==> config.mk <==
export PLATFORM = sky130hd
export DESIGN_NAME = conv_channel_accum
export DESIGN_NICKNAME = d
export VERILOG_FILES = /design/src/rtl/conv_channel_accum.sv
export SDC_FILE = /design/constraint.sdc
export NUM_CORES = 1
export LEC_CHECK = 0
export BUFFER_PORTS_ARGS = -buffer_cell sky130_fd_sc_hd__clkbuf_2
export CAP_MARGIN = 20
export CORE_MARGIN = 3
export CORE_UTILIZATION = 60
export CTS_CLUSTER_DIAMETER = 100
export CTS_CLUSTER_SIZE = 24
export DETAILED_ROUTE_END_ITERATION = 12
export PLACE_DENSITY = 0.81
export SLEW_MARGIN = 20
export SYNTH_ARGS = -nofsm -noshare
export SYNTH_HDL_FRONTEND = slang
export SYNTH_SLANG_ARGS = --single-unit
==> constraint.sdc <==
create_clock -name clk -period 14 [get_ports clk]
set_input_delay 2.1 -clock clk [delete_from_list [all_inputs] [get_ports clk]]
set_output_delay 2.1 -clock clk [all_outputs]
set_load 0.01 [all_outputs]
==> src/rtl/conv_channel_accum.sv <==
`default_nettype none
// ============================================================================
// conv_channel_accum : per-pixel channel accumulator with bias, ReLU and clamp
// Revision 1.0
// ============================================================================
module conv_channel_accum #(
    parameter int ACC_W = 48,
    parameter int OUT_W = 32
) (
    input  logic             clk,
    input  logic             rst,
    input  logic             in_valid,
    output logic             in_ready,
    input  logic [37:0]      in_sum,
    input  logic             in_last,
    input  logic [31:0]      bias,
    input  logic             relu_en,
    output logic             out_valid,
    input  logic             out_ready,
    output logic [OUT_W-1:0] out_data,
    output logic             out_sat,
    output logic [15:0]      group_cnt
);

    typedef enum logic [1:0] {
        ACCUM = 2'd0,
        BIAS  = 2'd1,
        SAT   = 2'd2,
        OUT   = 2'd3
    } state_t;

    state_t                  state_q, state_d;
    logic signed [ACC_W-1:0] acc_q, acc_d;
    logic                    first_q, first_d;
    logic signed [31:0]      bias_q, bias_d;
    logic                    relu_q, relu_d;
    logic signed [ACC_W:0]   biased_q, biased_d;
    logic [OUT_W-1:0]        out_data_q, out_data_d;
    logic                    out_sat_q, out_sat_d;
    logic                    out_valid_q, out_valid_d;
    logic [15:0]             group_cnt_q, group_cnt_d;

    logic signed [ACC_W-1:0]   sum_ext;
    logic [ACC_W-OUT_W+1:0]    biased_hi;
    logic                      fits;

    assign sum_ext   = ACC_W'($signed(in_sum));
    // Result fits OUT_W iff every bit above the output sign bit matches it
    assign biased_hi = biased_q[ACC_W:OUT_W-1];
    assign fits      = (&biased_hi) | ~(|biased_hi);

    always_ff @(posedge clk or posedge rst) begin
        if (rst) begin
            state_q     <= ACCUM;
            acc_q       <= '0;
            first_q     <= 1'b1;
            bias_q      <= '0;
            relu_q      <= 1'b0;
            biased_q    <= '0;
            out_data_q  <= '0;
            out_sat_q   <= 1'b0;
            out_valid_q <= 1'b0;
            group_cnt_q <= '0;
        end else begin
            state_q     <= state_d;
            acc_q       <= acc_d;
            first_q     <= first_d;
            bias_q      <= bias_d;
            relu_q      <= relu_d;
            biased_q    <= biased_d;
            out_data_q  <= out_data_d;
            out_sat_q   <= out_sat_d;
            out_valid_q <= out_valid_d;
            group_cnt_q <= group_cnt_d;
        end
    end

    always_comb begin
        state_d     = state_q;
        acc_d       = acc_q;
        first_d     = first_q;
        bias_d      = bias_q;
        relu_d      = relu_q;
        biased_d    = biased_q;
        out_data_d  = out_data_q;
        out_sat_d   = out_sat_q;
        out_valid_d = out_valid_q;
        group_cnt_d = group_cnt_q;
        case (state_q)
            ACCUM: begin
                if (in_valid) begin
                    acc_d   = first_q ? sum_ext : acc_q + sum_ext;
                    first_d = 1'b0;
                    if (in_last) begin
                        bias_d  = bias;
                        relu_d  = relu_en;
                        state_d = BIAS;
                    end
                end
            end
            BIAS: begin
                biased_d = (ACC_W+1)'(acc_q) + (ACC_W+1)'(bias_q);
                state_d  = SAT;
            end
            SAT: begin
                if (relu_q && biased_q[ACC_W]) begin
                    out_data_d = '0;
                    out_sat_d  = 1'b0;
                end else if (!fits) begin
                    out_data_d = biased_q[ACC_W] ? {1'b1, {(OUT_W-1){1'b0}}}
                                                 : {1'b0, {(OUT_W-1){1'b1}}};
                    out_sat_d  = 1'b1;
                end else begin
                    out_data_d = biased_q[OUT_W-1:0];
                    out_sat_d  = 1'b0;
                end
                out_valid_d = 1'b1;
                state_d     = OUT;
            end
            OUT: begin
                if (out_ready) begin
                    out_valid_d = 1'b0;
                    group_cnt_d = group_cnt_q + 16'd1;
                    first_d     = 1'b1;
                    state_d     = ACCUM;
                end
            end
            default: state_d = ACCUM;
        endcase
    end

    assign in_ready  = (state_q == ACCUM);
    assign out_valid = out_valid_q;
    assign out_data  = out_data_q;
    assign out_sat   = out_sat_q;
    assign group_cnt = group_cnt_q;

endmodule
`default_nettype wire

==> impl_metrics.toml <==
[run_status]
status = "finished, final reports clean"

[logic_synthesis]
yosysMostFrequentCell = "dfrtp_1"
synth_area_leader_cell = "dfrtp_1"
synth_seq_cells = 183
synth_cells = 1359
synth_fp_nets = 1537
synth_edf_count = 0
yosys-top-cells-area = "dfrtp_1 37%, ha_1 10%, mux2_2 6.6%, a21oi_1 4.9%, o21ai_0 4.6%"
syn_area_sq_um = 12480
yosys.area.top_type_share_pct = 36.50
synthFlopType = "dfrtp_1"
synth_seq_area_share_pct = 36.71
syn-mean-instance-area_sq_um = 9.181
yosysUniqueCellTypes = 70
yosys-top-cells-count = "182 x dfrtp_1, 121 x a21oi_1, 114 x o21ai_0"
ys_warn_count = 0
ys_async_sr_fraction_pct = 100.0

[grt]
grt.overflow.total = 0
first_global_vias = 9862
grt_pass1_wl_um = 49640
antenna_found_initial = 1
grt_start_max_net_pins = 76
track_usage_pct = 27.27

[route]
post_drt_wl_per_cell_um = 17.49
drc = 0
drt_pass1_iterations = 5
drtIter0Drc = 677
viasPerCell = 6.079
wl_um = 30370
via_count = 10553
drtAntennaViolNets = 0

[power]
power_frac_seq_pct = 26.2
ir_drop_mv = 0.1307
pwr-share-comb_pct = 61.3
power.density_nw_per_um2 = 277.8
p_switching_mw = 1.790
sw_frac_of_total_pct = 46.31
intPower_mw = 2.075
p_leak_nw = 6.457
power.share.clock_pct = 12.6

[timing]
rsz0062_at_grt = "false"
fin_crit_sh_pct = 32.59
layout_min_cycle_time_ns = 4.562
relSlewSlack_pct = 36.60
fmax_ghz = 0.2192
slew_violations = 0
tightestPinTransition_ns = 0.9510
fin_setup_tns_ns = 0
finalHoldViolations = 0
setup_violations = 0
skew_ns = 0.01417

[die]
fp.dieH_um = 150.2
start_util_pct = 61.27
dieArea_sq_um = 22560
core.rowCount = 52
die-width_um = 150.2
io_pins = 127
coreArea_sq_um = 20360

[worst_setup_path]
crit_type = "in -> reg"
cp_data_required_time_ns = 14.33
cp.arrival_ns = 4.89
worst_r2r_path_depth = 11
r2r_setup_slack_ns = 10.71
end_kind = "flip-flop"
r2r-end = "biased_q[42]$_DFFE_PP0N_"
critical_path.max_fanout = 4
reg2reg_from = "acc_q[0]$_DFFE_PP0P_"
crit_path_start_kind = "primary input"

[clock_network]
clockBufferDepth = 2
cts_max_level = 4
cts_hold_buf = 0
clk_latency_ns = 0.44
cts_setup_buffers = 0
cts_tree = "yes"
clkTransAtPathRegs_ns = 0.07
ctsRootBufferMaster = "clkbuf_16"
numCtsBuffers = 17
numClockSinks = 183
ctsResizeCount = 0

[finish]
fillers = 1619
syn_to_final_growth_pct = 11.47
final_nets = 1630
drive_gt1_share_pct = 17.88
final_cell_area_sq_um = 13910

[hold_path]
hp-class = "reg -> reg"
hold_path_depth = 1
hp-start = "group_cnt[15]$_DFFE_PP0P_"
min_to = "group_cnt[15]$_DFFE_PP0P_"

[placed_design]
io_buffers = 126
dpl_cell_area_sq_um = 13280
gp_congestion = 0.9698
place_hpwl_um = 22770

[flow_run]
max_cap_violations = 0
==> kinds of logic (layout without fill, tap and decap cells) <==
logic type,Yosys count,after routing,synth area share [%]
AO/OA/AOI/OAI,451,451,22.85
AND/OR/NAND/NOR,322,322,12.27
flip-flops,183,183,36.71
buffers and inverters,124,230,3.821
adder cells (fa/ha/maj),102,102,10.35
XOR/XNOR,94,94,6.598
multiplexers,83,83,7.391
other,0,1,0
==> worst max-delay path, stage by stage <==
cell and delay, ns:
clkbuf_2 0.09, ha_1 0.21, inv_1 0.07, fa_1 0.40, nand2b_1 0.18, a21oi_1 0.22, o21bai_1 0.14, a21oi_1 0.23
o2111ai_1 0.24, nand4b_1 0.25, a31oi_1 0.18, o21ai_0 0.26, mux2i_1 0.25, nand2_1 0.07
==> state kept, by name (all words and copies together) (netlist names) <==
signal / flops
bias_q: 32
biased_q: 49
relu_q: 1
out_sat: 1
group_cnt: 16
out_data: 32
state_q: 2
first_q: 1
acc_q: 48
out_valid: 1
==> power by group through the flow <==
stage               logic, mW  clock network [mW]  registers, mW
floorplan                1.83                   0          0.948
global placement         2.25                   0          0.997
detailed placement       2.31                   0           1.01
CTS                      2.34               0.490           1.01
global route             2.65               0.513           1.04
finish                   2.37               0.485           1.01
==> final cells by class <==
cell class                      count  area [sq um]  area share [%]
Sequential cell                   183          4581           32.93
Tap cell                          270         337.8           2.429
Clock buffer                       18         439.2           3.158
Inverter                           64         245.2           1.763
Multi-Input combinational cell   1052          7445           53.53
Clock inverter                     14         155.1           1.116
Timing Repair Buffer              134         703.2           5.056
Antenna cell                        1         2.502         0.01799
==> stage by stage <==
| stage | setup WS, ns | cells | utilization (%) | hold slack [ns] | power [mW] |
|---|---|---|---|---|---|
| 3_5_place_dp | 9.103 | 1702 | 65.23 | 0.4683 | 3.326 |
| 6_report | 9.438 | 1736 | 68.30 | 0.4731 | 3.864 |
| 2_1_floorplan | 6.930 | 1359 | - | 0.4553 | 2.782 |
| 5_1_grt | 9.305 | 1736 | 68.30 | 0.5086 | 4.197 |
| 4_1_cts | 9.519 | 1734 | 68.15 | 0.4796 | 3.830 |
| 3_3_place_gp | 9.202 | 1702 | 65.23 | 0.4585 | 3.248 |
==> how the worst max path moves through the flow <==
stage / start / to / slack (ns) / depth (start not counted)
after floorplan: rst / acc_q[0]$_DFFE_PP0P_ / 6.93 / 1
after global placement: in_sum[0] / acc_q[40]$_DFFE_PP0P_ / 9.20 / 14
after detailed placement: in_sum[0] / acc_q[40]$_DFFE_PP0P_ / 9.10 / 14
after CTS: in_sum[0] / acc_q[40]$_DFFE_PP0P_ / 9.52 / 14
after global routing: in_sum[0] / acc_q[40]$_DFFE_PP0P_ / 9.31 / 14
final: in_sum[0] / acc_q[40]$_DFFE_PP0P_ / 9.44 / 14
==> routing by layer <==
layer / wire [um] / up-vias / track usage [%]
met4: 613 / 0 / 7.823
met5: 0 / - / 0
li1: - / 5154 / -
met3: 1895 / 43 / 3.432
met2: 13250 / 371 / 41.81
met1: 14610 / 4985 / 40.83
==> cells in the final DEF, fill, tap and decap left out, types with 21 or more instances in the layout <==
cell / netlist / final
a21oi_1: 121 / 121
o21ai_0: 114 / 113
a21o_1: 43 / 43
nand3_1: 29 / 29
xnor2_1: 54 / 54
nand4_1: 30 / 30
clkbuf_2: 0 / 126
o21bai_1: 21 / 21
xor2_1: 40 / 40
dfrtp_1: 182 / 182
nor2_1: 84 / 84
ha_1: 100 / 98
o211ai_1: 38 / 38
mux2_2: 73 / 73
inv_1: 64 / 63
nand2_1: 101 / 100
Power figures use the tool's default switching activity.
